==> config.mk <==
export PLATFORM = sky130hd
export DESIGN_NAME = cgol_cell
export DESIGN_NICKNAME = d
export VERILOG_FILES = /design/src/rtl/cgol_cell.sv
export SDC_FILE = /design/constraint.sdc
export NUM_CORES = 1
export LEC_CHECK = 0
export CAP_MARGIN = 10
export CORE_AREA = 2 2 39 41
export CTS_CLUSTER_DIAMETER = 80
export CTS_CLUSTER_SIZE = 40
export DETAILED_ROUTE_END_ITERATION = 10
export DIE_AREA = 0 0 41 43
export SYNTH_ARGS = -nofsm -noshare
export SYNTH_HDL_FRONTEND = slang
export SYNTH_SLANG_ARGS = --single-unit
==> constraint.sdc <==
create_clock -name clk_i -period 4.2 [get_ports clk_i]
set_input_delay 1.26 -clock clk_i [delete_from_list [all_inputs] [get_ports clk_i]]
set_output_delay 1.26 -clock clk_i [all_outputs]
set_load 0.05 [all_outputs]
==> src/rtl/cgol_cell.sv <==
// One cell of a Game of Life grid: a single state flop that can be loaded
// explicitly or advanced one generation using configurable birth/survive masks.
module cgol_cell #(
  parameter logic [8:0] birth_mask_p   = 9'b0_0000_1000,
  parameter logic [8:0] survive_mask_p = 9'b0_0000_1100
) (
  input  logic       clk_i,
  input  logic       reset_i,
  input  logic [7:0] data_i,
  input  logic       en_i,
  input  logic       update_i,
  input  logic       update_val_i,
  output logic       data_o
);

  localparam int unsigned NbrW   = 8;
  localparam int unsigned CountW = 4;
  localparam int unsigned MaskW  = 16;

  logic              alive_r;
  logic [CountW-1:0] count_c;
  logic              next_c;
  logic [MaskW-1:0]  birth_ext;
  logic [MaskW-1:0]  survive_ext;

  // Masks are zero-extended so every 4-bit count indexes a defined bit.
  assign birth_ext   = MaskW'(birth_mask_p);
  assign survive_ext = MaskW'(survive_mask_p);

  // Neighbour popcount, 0..8.
  always_comb begin
    count_c = '0;
    for (int unsigned i = 0; i < NbrW; i++) begin
      count_c = count_c + CountW'(data_i[i]);
    end
  end

  always_comb begin
    next_c = 1'b0;
    if (alive_r) next_c = survive_ext[count_c];
    else         next_c = birth_ext[count_c];
  end

  // Reset beats load, load beats generation advance.
  always_ff @(posedge clk_i) begin
    if (reset_i)       alive_r <= 1'b0;
    else if (update_i) alive_r <= update_val_i;
    else if (en_i)     alive_r <= next_c;
  end

  assign data_o = alive_r;

endmodule

After elaboration in Yosys (flattened, before gate mapping)
Memory sizes are Yosys's and may differ from the RTL's.
Cells that the tools add are included.
W data, S select, Z words.
- add/subtract/negate cells: 7
- reduce and logical (&&, ||, !) cells: 1
- order comparisons: 1
- multiplexer cells: 5
- operator list (operator ; count):
    $add A4 B1 Y4 ; 4
    $lt A4 B5 Y1 const B ; 1
    $mux W1 ; 5
    $add A3 B1 Y4 ; 1
    $add A2 B1 Y3 ; 1
    $add A1 B1 Y2 ; 1
    $reduce_bool A2 Y1 ; 1
- memories: 2
- bits in registers: 1
- bits of input ports: 13
- logic and storage cells: 17
- output and inout port bits: 1
- memory bits (read-only): 32
- memories (memory ; words ; bits a word ; read ports ; clocked after memory_dff ; write ports ; line ; source):
    (no name shown) ; 16 ; 1 ; 1 ; 0 ; 0 ; 41 ; else next_c = birth_ext[count_c];
    (no name shown) ; 16 ; 1 ; 1 ; 0 ; 0 ; 40 ; if (alive_r) next_c = survive_ext[count_c];

Depth between registers and ports, before layout
Gate-level depths: netlist (run 1).
- word-level depth: 12
- depth in mapped cells: 10
- mapped depth without buffers: 10

Worst setup path before layout (run 1)
No wires, ideal clock.
- path type: input to register
- start: input data_i[0]
- end: register alive_r, in the netlist data_o
- buffers on the path: 0
- stages: 10
- library setup time: 70 ps
- path slack: 279 ps
- arrival time: 3850 ps
- data required time: 4130 ps
- cells stage by stage: fa_1 inv_1 fa_1 fa_1 inv_1 ha_1 fa_1 nand4b_1 o221ai_1 o2bb2ai_1
- cells in the longest elaborated chain, start to end: 12
- elaborated cells between the ends (all ways): 14
- classes of those cells: add/sub (7); mux (5); memory (2)
- RTL lines (item ; line ; source):
    start, declared ; 9 ; input logic [7:0] data_i,
    $add A1 B1 Y2 (*) ; 34 ; count_c = count_c + CountW'(data_i[i]);
    $add A2 B1 Y3 (*) ; 34 ;
    $add A3 B1 Y4 (*) ; 34 ;
    $add A4 B1 Y4 (*) (4 in series) ; 34 ;
    $mem_v2 Z16 W1, on equally long branches ; - ;
    $mux W1, on equally long branches ; 41, 40 ;
    $mux W1 (*) ; 40 ;
    $mux W1 (*) ; 48 ; else if (en_i) alive_r <= next_c;
    $mux W1 (*) ; 47 ; else if (update_i) alive_r <= update_val_i;
    end signal, assigned ; 47 ;
    end signal, assigned ; 48 ;
    end, declared ; 20 ; logic alive_r;
Every way passes the cells marked *; elsewhere a longest branch is shown, timed or not. The select of a mux whose other input is x is not followed.
A chain may end at the register's enable or synchronous reset.

Worst setup path after layout (run 1)
Ends and elaborated chain as after synthesis.

==> flow_metrics.tcl, run 1 <==
set metrics [dict create \
    power.switching_uw 30.8 \
    dp.cells 53 \
    netlist.area_leader.share_pct 36.4 \
    layout_min_cycle_time_ns 4.07 \
    grt_overflow 0 \
    clkPwrFrac_pct 0 \
    ant_nets 0 \
    rsz0062_at_grt "yes" \
    via_per_inst 3.74 \
    worst_pin_slew_ns 0.499 \
    layout_commonest_cell "clkdlybuf4s50_1" \
    yosysUniqueCellTypes 12 \
    slew_headroom_pct 66.6 \
    slew_viol_final 0 \
    drtIter0Drc 0 \
    ys_warn_count 0 \
    hp-class "reg -> reg" \
    vdd_ir_drop_max_v 0.0000868 \
    start_util_pct 15.9 \
    die_area_um2 1760 \
    die_height_um 43 \
    synth-seq-cells 1 \
    setup_viol 0 \
    cp.required_ns 4.13 \
    dp_worst_setup_slack_ns -0.309 \
    fin_worst_skew_ns 0 \
    setup_slack_ns 0.130 \
    pwr-share-seq_pct 15.5 \
    drc 0 \
    port_buffers 13 \
    p_leak_uw 0.000169 \
    internal_power_uw 42.4 \
    syn_area_um2 220 \
    antenna_found_initial 0 \
    io_pins 14 \
    yosysSeqAreaShare_pct 9.09 \
    final_layout_size_suffix_gt1_share_pct 13.5 \
    postCtsSetupBuffers 0 \
    rows 14 \
    hold_viol_final 0 \
    coreArea_um2 1380 \
    status "completed" \
    grt_max_degree 3 \
    clock.fmax_mhz 246 \
    combPwrFrac_pct 84.5 \
    vias 198 \
    gp_congestion 0.562 \
    grt_pass1_vias 197 \
    wl_per_cell_um 7.53 \
    crit_type "in -> reg" \
    layoutNonFillerInstCount 53 \
    mostFrequentLayoutCells "clkdlybuf4s50_1 (10), inv_1 (8), fa_1 (4)" \
    swShare_pct 42.1 \
    cap_violations 0 \
    grt_pass1_wl_um 703 \
    syn_area_per_cell_um2 9.18 \
    dr.pass1.iters 1 \
    hpwl_um 366 \
    diodes 0 \
    nets 59 \
    largest_register_ffs 1 \
    crit_arrival_ns 4.00 \
    hold_buffers 0 \
    wirelength_um 399 \
    synthCells 24 \
    yosys.area.top_type "fa_1" \
    die_x_um 41 \
    clkLatencyLatePin_ns 0 \
    synth_fp_nets 44 \
    clkTransAtPathRegs_ns 0 \
    area_delta_synth_final_pct 68.2 \
    critPathCaptureType "register" \
    fin_crit_sh_pct 96.9 \
    p_per_area_nw_per_um2 198 \
    synthTopCellsByArea "fa_1 (36%), ha_1 (17%), inv_1 (14%)" \
    finalSetupTns_ns 0 \
    start_kind "input pin" \
    cp_max_fo 2 \
    grt_usage_pct 5.33 \
]
## through the flow
stage	power (uW)	area, um2	util (%)	hold slack (ns)
after CTS	75.2	364	26.3	0.645
after detailed placement	71.7	370	26.8	0.640
after global routing	85.7	370	26.8	0.674
final	73.2	370	26.8	0.631
after global placement	69.7	370	26.8	0.639
after floorplan	49.6	220	-	0.833
## worst paths after layout
kind	from	end	slack, ns	depth (start not counted)
hold / removal	data_o	data_o	0.63	3
setup reg to reg	data_o	data_o	3.50	3
setup / recovery	data_i[0]	data_o	0.13	11
hold reg to reg	data_o	data_o	0.63	3
## metal layers
metal	vias to the layer above	part of all wire, %	routed length (um)	track usage [%]
met4	0	0	0	0
met3	0	11	42	0
met1	85	46	184	6.77
met5	-	0	0	0
met2	11	43	172	10.0
li1	102	-	-	-
## worst max-delay path, stage by stage
cell and delay [ns]:
buf_6 0.09, fa_1 0.52, inv_1 0.05, fa_1 0.45, fa_1 0.48, inv_1 0.05
ha_2 0.17, fa_1 0.50, nand4b_1 0.12, o221ai_2 0.19, o2bb2ai_1 0.12
## cells in the mapped netlist
library cell and count:
nand2b_1 1, ha_1 3, nor3_1 1, o221ai_1 1, nand4b_1 1, and2_0 1
dfxtp_1 1, o2bb2ai_1 1, fa_1 4, a21oi_1 1, inv_1 8, nand2_1 1
## cell families after synthesis
group / share of synthesized area (%)
buf+inv: 13.6
fa+ha+maj: 53.4
simple gates: 13.6
compound gates: 10.2
flops: 9.09
## layout make-up
type / count / area (um2)
Sequential cell: 1 / 20.0
Tap cell: 16 / 20.0
Multi-Input combinational cell: 15 / 179
Inverter: 8 / 30.0
Fill cell: 157 / 1010
Timing Repair Buffer: 13 / 121
## power groups by stage
stage | Combinational [uW] | Sequential [uW] | Clock (uW)
after floorplan | 34.6 | 15.0 | 0
after global placement | 58.3 | 11.4 | 0
after detailed placement | 60.3 | 11.4 | 0
after CTS | 63.8 | 11.4 | 0
after global routing | 74.1 | 11.6 | 0
final | 61.8 | 11.4 | 0
## timing repair
item                                    in CTS  in global routing
resized for setup                           14                  1
endpoints found under the setup margin       1                  1
pin swaps                                    6                  5
No activity file was read; power rests on OpenSTA's default activity.
==> run 2, diff against run 1 <==
--- a/config.mk
+++ b/config.mk
@@ -5,8 +5,9 @@
 export SDC_FILE = /design/constraint.sdc
 export NUM_CORES = 1
 export LEC_CHECK = 0
-export CAP_MARGIN = 10
+export CAP_MARGIN = 30
 export CORE_AREA = 2 2 39 41
+export CTS_BUF_LIST = sky130_fd_sc_hd__clkbuf_8
 export CTS_CLUSTER_DIAMETER = 80
 export CTS_CLUSTER_SIZE = 40
 export DETAILED_ROUTE_END_ITERATION = 10
==> results of run 2 <==
The final DEF is identical to that of run 1; final timing and power are the same.
==> run 3, diff against run 2 <==
--- a/config.mk
+++ b/config.mk
@@ -12,6 +12,7 @@
 export CTS_CLUSTER_SIZE = 40
 export DETAILED_ROUTE_END_ITERATION = 10
 export DIE_AREA = 0 0 41 43
+export REMOVE_ABC_BUFFERS = 1
 export SYNTH_ARGS = -nofsm -noshare
 export SYNTH_HDL_FRONTEND = slang
 export SYNTH_SLANG_ARGS = --single-unit
==> results of run 3 <==
The final DEF is identical to that of run 1; final timing and power are the same.
